[config.mk]
export PLATFORM = sky130hd
export DESIGN_NAME = vram_write_arbiter
export DESIGN_NICKNAME = d
export VERILOG_FILES = /design/src/rtl/vram_write_arbiter.sv
export SDC_FILE = /design/constraint.sdc
export NUM_CORES = 1
export LEC_CHECK = 0
export BUFFER_PORTS_ARGS = -buffer_cell sky130_fd_sc_hd__buf_2
export CAP_MARGIN = 20
export CORE_ASPECT_RATIO = 2
export CORE_MARGIN = 1.5
export CORE_UTILIZATION = 36
export DETAILED_ROUTE_END_ITERATION = 6
export SLEW_MARGIN = 25
export SYNTH_ARGS = -nofsm -noshare
export SYNTH_HDL_FRONTEND = slang
export SYNTH_SLANG_ARGS = --single-unit
[constraint.sdc]
create_clock -name clk -period 2.85 [get_ports clk]
set_input_delay 0.285 -clock clk [delete_from_list [all_inputs] [get_ports clk]]
set_output_delay 0.285 -clock clk [all_outputs]
set_load 0.02 [all_outputs]
[src/rtl/vram_write_arbiter.sv]
// vram_write_arbiter: round-robin arbiter for the CPU/DMA write paths into the single video memory bridge port.
// Define VRAM_ARB_STATS_EN to implement the frame_count refresh counter (tied to zero otherwise).
module vram_write_arbiter #(
  parameter logic [31:0] VRAM_BASE_ADDR = 32'h8000,
  parameter int          VRAM_WORDS     = 76800,
  parameter logic [31:0] REFRESH_ADDR   = 32'h54000
) (
  input  logic        clk,
  input  logic        rst_n,
  input  logic        cpu_valid,
  output logic        cpu_ready,
  input  logic [31:0] cpu_addr,
  input  logic [31:0] cpu_data,
  input  logic        dma_valid,
  output logic        dma_ready,
  input  logic [31:0] dma_addr,
  input  logic [31:0] dma_data,
  output logic        vm_we,
  output logic [31:0] vm_address,
  output logic [31:0] vm_data,
  output logic        err_drop,
  output logic [15:0] frame_count
);
  typedef enum logic [1:0] {NORMAL, DRAIN, COMMIT} state_t;
  localparam logic [32:0] lo = {1'b0, VRAM_BASE_ADDR};
  localparam logic [32:0] hi = lo + 33'(4 * VRAM_WORDS);
  state_t      state;
  logic        owner, last_grant;
  logic        cf, df;
  logic [31:0] ca, cd, da, dd;
  logic        c_ref, d_ref, c_ok, d_ok, e_c, e_d, g_c, g_d, commit, any, sel_ok, write, drop, other_clear;
  assign c_ref = ca == REFRESH_ADDR;
  assign d_ref = da == REFRESH_ADDR;
  assign c_ok = ca[1:0] == 2'b00 && {1'b0, ca} >= lo && {1'b0, ca} < hi;
  assign d_ok = da[1:0] == 2'b00 && {1'b0, da} >= lo && {1'b0, da} < hi;
  // owner: 0 = CPU holds the barrier refresh, 1 = DMA
  assign e_c = cf & !c_ref & (state == NORMAL | (state == DRAIN & owner));
  assign e_d = df & !d_ref & (state == NORMAL | (state == DRAIN & !owner));
  assign commit = state == COMMIT;
  assign g_c = (e_c & (!e_d | last_grant)) | (commit & !owner);
  assign g_d = (e_d & !(e_c & (!e_d | last_grant))) | (commit & owner);
  assign any = g_c | g_d;
  assign sel_ok = g_d ? d_ok : c_ok;
  assign write = commit | (any & sel_ok);
  assign drop = any & !commit & !sel_ok;
  assign other_clear = owner ? (!cf | c_ref) : (!df | d_ref);
  assign cpu_ready = (!cf | g_c) & !(state != NORMAL & owner);
  assign dma_ready = (!df | g_d) & !(state != NORMAL & !owner);
  always_ff @(posedge clk or negedge rst_n) begin
    if (!rst_n) begin
      state <= NORMAL;
      owner <= 1'b0;
      last_grant <= 1'b1;
      cf <= 1'b0;
      df <= 1'b0;
      ca <= '0;
      cd <= '0;
      da <= '0;
      dd <= '0;
      vm_we <= 1'b0;
      vm_address <= '0;
      vm_data <= '0;
      err_drop <= 1'b0;
    end else begin
      if (cpu_valid & cpu_ready) begin
        cf <= 1'b1;
        ca <= cpu_addr;
        cd <= cpu_data;
      end else if (g_c) cf <= 1'b0;
      if (dma_valid & dma_ready) begin
        df <= 1'b1;
        da <= dma_addr;
        dd <= dma_data;
      end else if (g_d) df <= 1'b0;
      if (any) last_grant <= g_d;
      vm_we <= write;
      err_drop <= drop;
      if (write) begin
        vm_address <= commit ? REFRESH_ADDR : (g_d ? da : ca);
        vm_data <= g_d ? dd : cd;
      end
      // CPU refresh wins when both ports hold one; the DMA refresh waits for the next barrier
      if (state == NORMAL && cf && c_ref) begin
        state <= DRAIN;
        owner <= 1'b0;
      end else if (state == NORMAL && df && d_ref) begin
        state <= DRAIN;
        owner <= 1'b1;
      end else if (state == DRAIN && other_clear) state <= COMMIT;
      else if (commit) state <= NORMAL;
    end
  end
`ifdef VRAM_ARB_STATS_EN
  always_ff @(posedge clk or negedge rst_n) begin
    if (!rst_n) frame_count <= '0;
    else if (commit) frame_count <= frame_count + 16'd1;
  end
`else
  assign frame_count = 16'h0;
`endif
endmodule

# Word-level counts from Yosys, hierarchy flattened
# Cells that the tools add are included.
# W data, S select, Z words.
# word_totals
regBits,200
out_inout_bits,84
in_bits,132
# op_classes
eq_ne,4
mux,15
magnitude_cmp,4
bitwise_logic,30
reduce_logical,28
# op_table
operator,n
$mux W32,3
$eq A32 B19 Y1 const B,2
$ge A32 B16 Y1 const B,2
$lt A32 B19 Y1 const B,2
$and A1 B1 Y1,19
$logic_not A1 Y1,11
$or A1 B1 Y1,11
$logic_and A1 B1 Y1,9
$mux W1,8
$mux W2,4
$reduce_bool A2 Y1,4
$logic_not A2 Y1,3
$reduce_bool A4 Y1,1
$eq A2 B1 Y1 const B,1
$eq A2 B2 Y1 const B,1

# Logic depth before layout (Yosys ltp)
# Gate-level depths: netlist of run 1.
# logic_depth
ltp_word,14
ltp_mapped,10

# Worst setup path before layout of run 1
# OpenSTA, ideal clock, no wires.
# synth_timing
kind,register to register
from,reg ca[23]
to,reg vm_data[25]
period_less_slack_ns,2.547
setup_slack_ns,0.303
t_arrival_ns,2.422
setup_time_ns,0.125
n_path_buf,1
stages_incl_launch_ff,9
path_cell_list,dfrtp_1 nor4_1 nand4_1 or4_4 nand2_4 nand2_2 o211ai_4 buf_6 mux2_4
# synth_between
elab_chain_len,11
# synth_rtl
element,line,rtl
start: declaration,30,"logic [31:0] ca, cd, da, dd;"
start signal: assignment,67,ca <= cpu_addr;
$eq A32 B19 Y1,32,assign c_ref = ca == REFRESH_ADDR;
$logic_not A1 Y1,37,assign e_c = cf & !c_ref & (state == NORMAL | (state == DRAIN & owner));
$and A1 B1 Y1 (2 in a row),37,
$and A1 B1 Y1,"40, 41",
$logic_not A1 Y1,41,assign g_d = (e_d & !(e_c & (!e_d | last_grant))) | (commit & owner);
$and A1 B1 Y1,41,
$or A1 B1 Y1,41,
$or A1 B1 Y1 / $mux W1 (equally long branches),"42, 43",
$and A1 B1 Y1,44,assign write = commit | (any & sel_ok);
$or A1 B1 Y1,44,
end signal: assignment,80,vm_data <= g_d ? dd : cd;
end: declaration,20,"output logic [31:0] vm_data,"
# Several ways; a longest one is shown, not always the timed one.
# A chain may end at the register's enable or synchronous reset.

# Worst setup path in the final report of run 1
# layout_timing
from,reg da[20]
to,reg ca[17]
# layout_between
elab_chain_len,11
# layout_rtl
element,line,rtl
start: declaration,30,
start signal: assignment,72,da <= dma_addr;
$eq A32 B19 Y1,33,assign d_ref = da == REFRESH_ADDR;
$logic_not A1 Y1,38,assign e_d = df & !d_ref & (state == NORMAL | (state == DRAIN & !owner));
$and A1 B1 Y1 (2 in a row),38,
$logic_not A1 Y1,40,assign g_c = (e_c & (!e_d | last_grant)) | (commit & !owner);
$or A1 B1 Y1,40,
$and A1 B1 Y1,40,
$or A1 B1 Y1,40,
$or A1 B1 Y1,47,assign cpu_ready = (!cf | g_c) & !(state != NORMAL & owner);
$and A1 B1 Y1,47,
$and A1 B1 Y1,65,if (cpu_valid & cpu_ready) begin
# No other way between the ends.

==> reports/qor.yml, run 1 <==
run_status:
  status: "finished, violations left"
  violations: "setup timing"
floorplan:
  io_pins: 216
  rows: 86
  dieWidth_microns: 121
  start_util_pct: 36.4
  die_area_sq_um: 28800
  die_y_microns: 238
  core_area_sq_um: 27400
detailed_routing:
  via_per_inst: 5.26
  first_iter_violations: 371
  ant_nets: 0
  vias: 7824
  drt_first_pass_iters: 7
  wirelength_microns: 29400
  drc: 0
  wire_per_inst_microns: 19.7
global_route:
  grt_first_pass_wirelength_microns: 45800
  grt_antenna_before_repair: 4
  first_global_vias: 8175
  grt_overflow_total: 0
  grt_max_degree: 66
  track_usage_pct: 20.9
power:
  peakVddDrop_mv: 0.673
  intPower_mw: 7.93
  p_sw_share_pct: 34.4
  leakage_nw: 5.98
  power_density_nw_per_um2: 948
  seq_power_share_pct: 38.6
  clkPwrFrac_pct: 21.0
  combPwrFrac_pct: 40.5
  p_sw_mw: 4.15
synth:
  synth_area_leaders: "dfrtp_1 50%, mux2_4 11%, o211ai_1 9.7%"
  synth_cell_type_count: 54
  yosysSeqAreaShare_pct: 50.2
  synth-main-ff-cell: "dfrtp_1"
  synthSimpleGateAreaFrac_pct: 12.0
  netlist_area_sq_um: 9970
  synth_warnings: 0
  synth_fa_ha_area_share_pct: 0
  synth_top_area_share_pct: 49.9
  synth_area_leader_cell: "dfrtp_1"
  muxShareOfSynthArea_pct: 17.3
  ys_ff_latch: 200
  synth-compound-area-share_pct: 14.6
  async_flop_share_pct: 100
  synth-edff-count: 0
  avgSynthCellArea_sq_um: 11.3
  synthCells: 881
  synth_top_family_by_area: "multiplexers"
  yosys.area_share.xor_xnor_pct: 0
layout:
  multi_input_area_sq_um: 4650
  fillers: 2568
  finalInstanceArea_sq_um: 12700
  final_common_cell: "dfrtp_1"
  final_core_util_pct: 46.5
  syn_to_final_growth_pct: 27.8
  fin_nets: 1251
  layout_common_cells: "199 x dfrtp_1, 196 x buf_2, 140 x nand2_1"
  seq_area_sq_um: 5010
  drive_gt1_share_pct: 42.4
critical_path:
  r2r_slack_ps: -5
  crit_path_max_fanout: 11
  start_kind: "flip-flop"
  worstSetupPathType: "flip-flop to flip-flop"
  critical_path_arrival_ps: 3190
  end_kind: "flip-flop"
  required_ps: 3180
timing:
  worst_pin_slew_ps: 810
  timing.slew.headroom_pct: 46.0
  slew_violations: 0
  fin_crit_ps: 2860
  setup_ws_ps: -5.28
  fin_crit_sh_pct: 100
  tns_ps: -5.28
  finalHoldViolCount: 0
  max_freq_ghz: 0.350
  rsz0062_at_grt: "yes"
  clock_skew_ps: 9.79
  setup_violations: 1
clock_network:
  cts_sinks: 200
  path_clk_slew_ps: 70
  clock_latency_ps: 450
  clock_path_buffers: 2
  cts_root_buf: "clkbuf_16"
  cts_buffers: 17
  cts_tree: "built"
  htree_levels: 4
run:
  cap_violations: 0
placement:
  post-dp-hpwl_microns: 20500
  gp_congestion: 0.841
  dpl_cell_area_sq_um: 11800
  place_ws_ps: -98.0
  portBuffers: 199
hold_path:
  min_path_type: "input port to flip-flop"
## power groups by stage
stage                     combinational, mW  clock [mW]  sequential [mW]
final                                  4.89        2.53             4.66
after global routing                   5.30        2.70             4.80
after CTS                              4.76        2.60             4.63
after detailed placement               4.58           0             4.63
after global placement                 4.46           0             4.60
after floorplan                        3.06           0             4.44
## worst max-delay path, cell delays in order (launching register included)
cell and delay, ps:
dfrtp_1 400, nor4_2 330, nand2_1 160, o41ai_4 430, buf_4 180, a211o_4 110, o21ai_4 60, buf_6 140
a31oi_4 230, buf_12 200, buf_4 170, mux2_4 300
## synth_stat cells, types with 3 or more instances
cell and number:
nor2_1 21, o21ai_0 6, buf_4 16, a211o_1 3, buf_2 17, buf_6 11
mux2_1 9, nor3_1 45, nor4_1 11, mux2_2 41, clkbuf_1 41, inv_1 18
a21oi_1 7, nand2_1 142, o21ai_1 3, buf_1 3, dfrtp_1 199, and3_1 20
a221oi_1 20, mux2_4 76, o211ai_1 129
## layout make-up
type,count,area share (%)
clock inverter,11,1.14
inverter,18,0.530
clock buffer,21,3.61
tap,352,3.46
antenna,3,0.0589
timing repair buffer,294,15.4
sequential,200,39.3
multi-input combinational,588,36.5
## state kept, by name, indices dropped and copies added, names as in the netlist
name	cells
owner	1
da	32
state	2
vm_data	32
ca	32
vm_address	32
cd	32
df	1
err_drop	1
last_grant	1
cf	1
vm_we	1
dd	32
## metrics by stage
stage / hold WS, ps / cells / total power [mW]
3_3_place_gp: 291 / 1436 / 9.06
5_1_grt: 37.7 / 1487 / 12.8
6_report: 54.0 / 1487 / 12.1
4_1_cts: 28.3 / 1479 / 12.0
3_5_place_dp: 292 / 1436 / 9.21
2_1_floorplan: -10.6 / 896 / 7.51
## layer usage
metal  GRT usage (%)  vias up  part of all wire [%]
met5               0        -                 0.034
met4            10.3        2                   3.7
met3            2.92       53                   3.0
met2            38.7      215                    56
met1            23.0     3908                    37
li1                -     3646                     -
## kinds of logic after synthesis
| logic type | count (synthesis) |
|---|---|
| simple gates | 259 |
| mux | 128 |
| buf+inv | 108 |
| compound gates | 185 |
| flops | 200 |
| other cells | 1 |
## path summary, 6_finish.rpt
path                                start        endpoint  cells after the start
min in group asynchronous           rst_n  vm_address[22]                      2
setup / recovery                   da[20]          ca[17]                     11
max in group asynchronous           rst_n          ca[28]                      3
hold / removal               cpu_data[18]          cd[18]                      2
hold reg to reg            vm_address[22]  vm_address[22]                      2
setup reg to reg                   da[20]          ca[17]                     11
## repair_timing
item / in CTS / in global routing
gates cloned: 0 / 1
pin swaps: 12 / 4
gates resized for setup: 21 / 26
hold buffers: 1 / 0
endpoints found under the hold margin: 53 / 0
buffers inserted: 10 / 4
setup endpoints to repair: 118 / 68
(Power assumes the default switching activity.)
==> run 2: changes to the inputs <==
--- a/config.mk
+++ b/config.mk
@@ -9,8 +9,10 @@
 export CAP_MARGIN = 20
 export CORE_ASPECT_RATIO = 2
 export CORE_MARGIN = 1.5
-export CORE_UTILIZATION = 36
+export CORE_UTILIZATION = 45
+export CTS_CLUSTER_SIZE = 24
 export DETAILED_ROUTE_END_ITERATION = 6
+export PLACE_DENSITY = 0.68
 export SLEW_MARGIN = 25
 export SYNTH_ARGS = -nofsm -noshare
 export SYNTH_HDL_FRONTEND = slang
==> reports/qor.yml, run 2 (synthesized netlist as in run 1, its figures left out) <==
run_status:
  status: "complete, no violations"
global_route:
  first_global_vias: 7910  # -3.2%
  grt_overflow_total: 0  # unchanged
  grt_first_pass_wirelength_microns: 42800  # -6.6%
  grt_antenna_before_repair: 2  # -2
  grt_max_degree: 71  # +7.6%
  grt.busiest_layer: "met2"
  grt_util_met3_pct: 3.74  # +0.82 points
  met2_usage_pct: 43.0  # +4.3 points
  grt.met1_usage_pct: 28.2  # +5.2 points
  track_usage_pct: 24.3  # +3.4 points
hold_path:
  min_from: "cpu_data[11]"
  min_delay_worst_endpoint: "cd[11]"
  min_path_type: "input port to flip-flop"
  hold_path_depth: 2  # unchanged
critical_path:
  regToRegEndpoint: "cd[16]"
  r2r_cells: 11  # unchanged
  start_kind: "flip-flop"
  crit_path_max_fanout: 4  # -7
  max_stage_delay_ps: 380  # -50 ps
  r2r_slack_ps: 150  # +160 ps
  end_kind: "output port"
  critPathSlowestCell: "dfrtp_1"
  worstSetupPathType: "flip-flop to output port"
  path_cells: "nor4_1 > nand4_1 > buf_4 > nor4_4 > nor4b_4 > o21ai_4 > nand3_2 > and2_4 > buf_6"
  reg2reg_from: "da[20]"
  cp.buffers_inverters: 2  # -2
  critical_path_arrival_ps: 2500  # -690 ps
  crit_family: "simple AND/OR/NAND/NOR gates"
  required_ps: 2570  # -610 ps
floorplan:
  io_pins: 216  # unchanged
  die_y_microns: 214  # -10%
  start_util_pct: 46.0  # +9.7 points
  die_area_sq_um: 23100  # -20%
  dieWidth_microns: 108  # -10%
  core_area_sq_um: 21700  # -21%
  rows: 76  # -12%
detailed_routing:
  ant_nets: 0  # unchanged
  vias: 7772  # -0.66%
  via_per_inst: 5.59  # +6.3%
  drt_first_pass_iters: 4  # -3
  wirelength_microns: 27300  # -7.0%
  first_iter_violations: 431  # +16%
  drc: 0  # unchanged
  wire_per_inst_microns: 19.6  # -0.55%
timing:
  fin_crit_ps: 2790  # -67.4 ps
  whs_ps: 60.9  # +6.96 ps
  slew_violations: 0  # unchanged
  rsz0062_at_grt: "yes"
  timing.slew.headroom_pct: 44.7  # -1.4 points
  finalHoldViolCount: 0  # unchanged
  setup_violations: 0  # -1
  fin_crit_sh_pct: 97.8  # -2.4 points
  max_freq_ghz: 0.359  # +2.4%
  worst_pin_slew_ps: 822  # +12.0 ps
  clock_skew_ps: 9.46  # -0.329 ps
  setup_ws_ps: 62.1  # +67.4 ps
power:
  peakVddDrop_mv: 0.474  # -30%
  power_density_nw_per_um2: 939  # -0.88%
  leakage_nw: 5.84  # -2.4%
clock_network:
  cts_tree: "built"
  clock_latency_ps: 450  # about the same
  cts_root_buf: "clkbuf_16"
  path_clk_slew_ps: 70  # about the same
  clock_path_buffers: 2  # unchanged
  cts_buffers: 17  # unchanged
  cts_sinks: 200  # unchanged
  htree_levels: 4  # unchanged
placement:
  gp_congestion: 0.894  # +6.3%
  dpl_cell_area_sq_um: 11500  # -2.0%
  post-dp-hpwl_microns: 18900  # -7.9%
  dp.cells: 1342  # -6.5%
  place_ws_ps: -79.3  # +18.7 ps
  portBuffers: 199  # unchanged
layout:
  fillers: 1894  # -26%
  finalInstanceArea_sq_um: 12400  # -2.7%
  fin_nets: 1234  # -1.4%
  layout.cells.non_filler: 1390  # -6.5%
  layout_common_cells: "199 x dfrtp_1, 197 x buf_2, 139 x nand2_1"
  drive_gt1_share_pct: 41.3  # -1.1 points
  final_common_cell: "dfrtp_1"
  syn_to_final_growth_pct: 24.3
run:
  cap_violations: 0  # unchanged
## run 2: cell count changes in the layout (fill, tap and decap cells not counted), moves of 2 or more
| cell | delta |
|---|---|
| buf_12 | -3 |
| buf_4 | -14 |
| clkinvlp_4 | +2 |
| mux2_2 | +11 |
| mux2_4 | -12 |
| nor4_1 | +3 |
| nor4_2 | -3 |
## run 2: layer usage
metal | vias up | share of wire [%]
li1 | 3617 | -
met4 | 0 | 4.2
met2 | 237 | 55
met5 | - | 0
met1 | 3863 | 37
met3 | 55 | 4.0
## run 2: worst max path at each step
| stage | endpoint | slack, ps | from | depth (start not counted) |
|---|---|---|---|---|
| floorplan | vm_data[25] | 300 | ca[23] | 8 |
| global placement | cd[8] | -2 | da[24] | 9 |
| detailed placement | cd[2] | -80 | da[25] | 9 |
| CTS | dma_ready | -20 | ca[20] | 9 |
| global route | dma_ready | -60 | da[20] | 10 |
| finish | cpu_ready | 60 | ca[23] | 9 |
## run 2: worst reg2reg max path, delay by kind of cell (launching register included)
kind | cells | cell delay [ps]
AND/OR/NAND/NOR | 2 | 330
multiplexers | 1 | 310
flip-flops | 1 | 400
buffers and inverters | 4 | 730
AO/OA/AOI/OAI | 4 | 820
## run 2: per-stage QoR
stage	power (mW)	util [%]	setup TNS, ps
2_1_floorplan	7.51	-	0
3_3_place_gp	8.86	53.2	-13.5
3_5_place_dp	8.99	53.2	-1680
4_1_cts	11.6	56.6	-19.4
5_1_grt	12.3	57.2	-102
6_report	11.7	57.2	0
## run 2: timing repair
| action | CTS | global route |
|---|---|---|
| gates resized for setup | 19 | 12 |
| endpoints found under the hold margin | 68 | 0 |
| hold buffers | 1 | 0 |
| buffers inserted | 7 | 5 |
| pin swaps | 11 | 5 |
| gates cloned | 1 | 1 |
| setup endpoints to repair | 58 | 120 |
## run 2: report_power, final
| group | total, mW | switching (mW) | internal [mW] |
|---|---|---|---|
| sequential | 4.64 | 0.817 | 3.83 |
| combinational | 4.57 | 2.14 | 2.43 |
| clock | 2.44 | 1.10 | 1.34 |
## run 2: layout make-up
type                            instances  area, sq um  share of cell area [%]
Sequential cell                       200         5010                    40.4
Timing Repair Buffer                  277         1790                    14.5
Inverter                               18         67.6                   0.545
Tap cell                              273          342                    2.75
Multi-Input combinational cell        588         4600                    37.1
Antenna cell                            2         5.00                  0.0404
Clock buffer                           21          460                    3.71
Clock inverter                         11          121                   0.979
==> run 3: changes to the inputs <==
==> constraint.sdc (replaced) <==
create_clock -name clk -period 2.85 [get_ports clk]
set_input_delay 0.1425 -clock clk [delete_from_list [all_inputs] [get_ports clk]]
set_output_delay 0.1425 -clock clk [all_outputs]
set_load 0.02 [all_outputs]
==> reports/qor.yml, run 3 (synthesized netlist as in run 1, its figures left out) <==
run_status:
  status: "complete, no violations"
clock_network:
  cts_sinks: 200  # unchanged
  cts_tree: "built"
  path_clk_slew_ps: 70  # about the same
  clock_path_buffers: 2  # unchanged
  cts_root_buf: "clkbuf_16"
  htree_levels: 4  # unchanged
  clock_latency_ps: 450  # about the same
  cts_buffers: 17  # unchanged
timing:
  setup_ws_ps: 26.6  # -35.5 ps
  max_freq_ghz: 0.354  # -1.3%
  setup_violations: 0  # unchanged
  fin_crit_ps: 2820  # +35.5 ps
  slew_violations: 0  # unchanged
  rsz0062_at_grt: "yes"
  timing.slew.headroom_pct: 50.9  # +6.2 points
  clock_skew_ps: 10.8  # +1.31 ps
  worst_pin_slew_ps: 737  # -84.7 ps
  fin_crit_sh_pct: 99.1  # +1.2 points
  finalHoldViolCount: 0  # unchanged
power:
  peakVddDrop_mv: 0.492  # +3.7%
  leakage_nw: 6.26  # +7.2%
  combPwrFrac_pct: 39.2  # about the same
  p_sw_mw: 4.01  # -0.93%
  clkPwrFrac_pct: 20.5  # -0.4 points
  p_sw_share_pct: 34.5  # -0.27 points
  total_power_mw: 11.6  # -0.16%
  seq_power_share_pct: 40.3  # +0.4 points
  power_density_nw_per_um2: 862  # -8.3%
  intPower_mw: 7.62  # +0.25%
detailed_routing:
  drc: 0  # unchanged
  via_per_inst: 5.50  # -1.6%
  ant_nets: 0  # unchanged
  vias: 8282  # +6.6%
  wirelength_microns: 29300  # +7.3%
  first_iter_violations: 393  # -8.8%
  drt_first_pass_iters: 5  # +1
  wire_per_inst_microns: 19.5  # -0.87%
global_route:
  grt_util_met3_pct: 4.65  # +0.91 points
  track_usage_pct: 26.4  # +2.0 points
  grt_antenna_before_repair: 0  # -2
  grt.busiest_layer: "met2"
  grt_max_degree: 81  # +14%
  grt_first_pass_wirelength_microns: 45900  # +7.3%
  grt_overflow_total: 0  # unchanged
  grt.met1_usage_pct: 28.8  # +0.66 points
  first_global_vias: 8763  # +11%
  met2_usage_pct: 46.7  # +3.7 points
floorplan:
  die_y_microns: 214  # unchanged
  core_area_sq_um: 21700  # unchanged
  rows: 76  # unchanged
  io_pins: 216  # unchanged
  start_util_pct: 46.0  # unchanged
  dieWidth_microns: 108  # unchanged
  die_area_sq_um: 23100  # unchanged
placement:
  post-dp-hpwl_microns: 18900  # +0.26%
  portBuffers: 199  # unchanged
  place_ws_ps: -28.3  # +50.9 ps
  gp_congestion: 0.879  # -1.7%
critical_path:
  start_kind: "flip-flop"
  end_kind: "output port"
  required_ps: 2710  # +140 ps
  max_stage_delay_ps: 540  # +160 ps
  worstSetupPathType: "flip-flop to output port"
  critical_path_arrival_ps: 2680  # +180 ps
  critPathSlowestCell: "or4_4"
  crit_path_max_fanout: 3  # -1
  path_cells: "nor4_1 > nand2_1 > or4_4 > nand2_4 > buf_4 > a21boi_4 > o21a_4 > inv_1 > buf_2"
layout:
  drive_gt1_share_pct: 35.7  # -5.5 points
  syn_to_final_growth_pct: 35.3
  fin_nets: 1351  # +9.5%
  layout_common_cells: "198 x dfrtp_1, 198 x buf_2, 139 x nand2_1"
run:
  cap_violations: 0  # unchanged
hold_path:
  min_path_type: "input port to flip-flop"
[run 3: cell types whose count changed in the layout (fill, tap and decap cells not counted), moves of 2 or more]
cell	delta
clkbuf_1	+3
dlygate4sd3_1	+128
nor4_1	-2
nor4_2	+2
buf_6	-4
a221oi_2	-4
clkinvlp_4	+2
clkinv_2	-3
buf_4	-7
a221oi_1	+4
inv_6	-2
[run 3: path summary, 6_finish.rpt]
kind,start,to,slack [ps],cells past startpoint
setup / recovery,ca[7],dma_ready,30,9
hold / removal,dma_addr[16],da[16],40,3
setup reg to reg,da[3],cd[30],120,11
hold reg to reg,cd[11],cd[11],490,1
max in group asynchronous,rst_n,ca[18],1740,3
min in group asynchronous,rst_n,vm_data[7],300,2
[run 3: what timing repair did]
item	4_1_cts	5_1_grt
resized for setup	7	10
cloned	0	0
setup endpoints to repair	61	152
hold buffers	129	0
buffers inserted	1	0
hold endpoints to repair	205	0
pin swaps	5	3
[run 3: layout make-up]
type | instances | area [sq um]
Inverter | 18 | 67.6
Clock buffer | 24 | 472
Antenna cell | 1 | 2.50
Tap cell | 273 | 342
Clock inverter | 7 | 95.1
Timing Repair Buffer | 394 | 2960
Sequential cell | 200 | 5010
Multi-Input combinational cell | 588 | 4560
Fill cell | 1745 | 8180
[run 3: worst max-delay path: cells and delay by family (launching register included)]
kind | cells | cell delay, ps
buffers and inverters | 3 | 370
DFF | 1 | 400
and+or+nand+nor | 4 | 1150
AOI/OAI and AO/OA | 2 | 310
[run 3: metal layers]
layer	share of wire [%]	wire, microns
met1	37	10700
met2	54	15800
met3	3.6	1060
met4	5.9	1720
met5	0	0
[run 3: through the flow]
step	utilization, %	cells	cell area, sq um	hold slack (ps)	setup TNS, ps
floorplan	-	896	10000	-153	0
CTS	62.0	1504	13400	7.67	-37.7
global placement	53.2	1343	11500	229	-2600
global route	62.3	1504	13500	19.9	-83.9
detailed placement	53.2	1343	11500	228	-498
finish	62.3	1505	13500	42.5	0
[run 3: power by group through the flow]
stage / clock (mW) / combinational, mW / sequential [mW]
CTS: 2.45 / 4.54 / 4.63
global placement: 0 / 4.23 / 4.62
detailed placement: 0 / 4.35 / 4.64
finish: 2.39 / 4.56 / 4.68
global route: 2.56 / 4.96 / 4.82
floorplan: 0 / 3.06 / 4.44
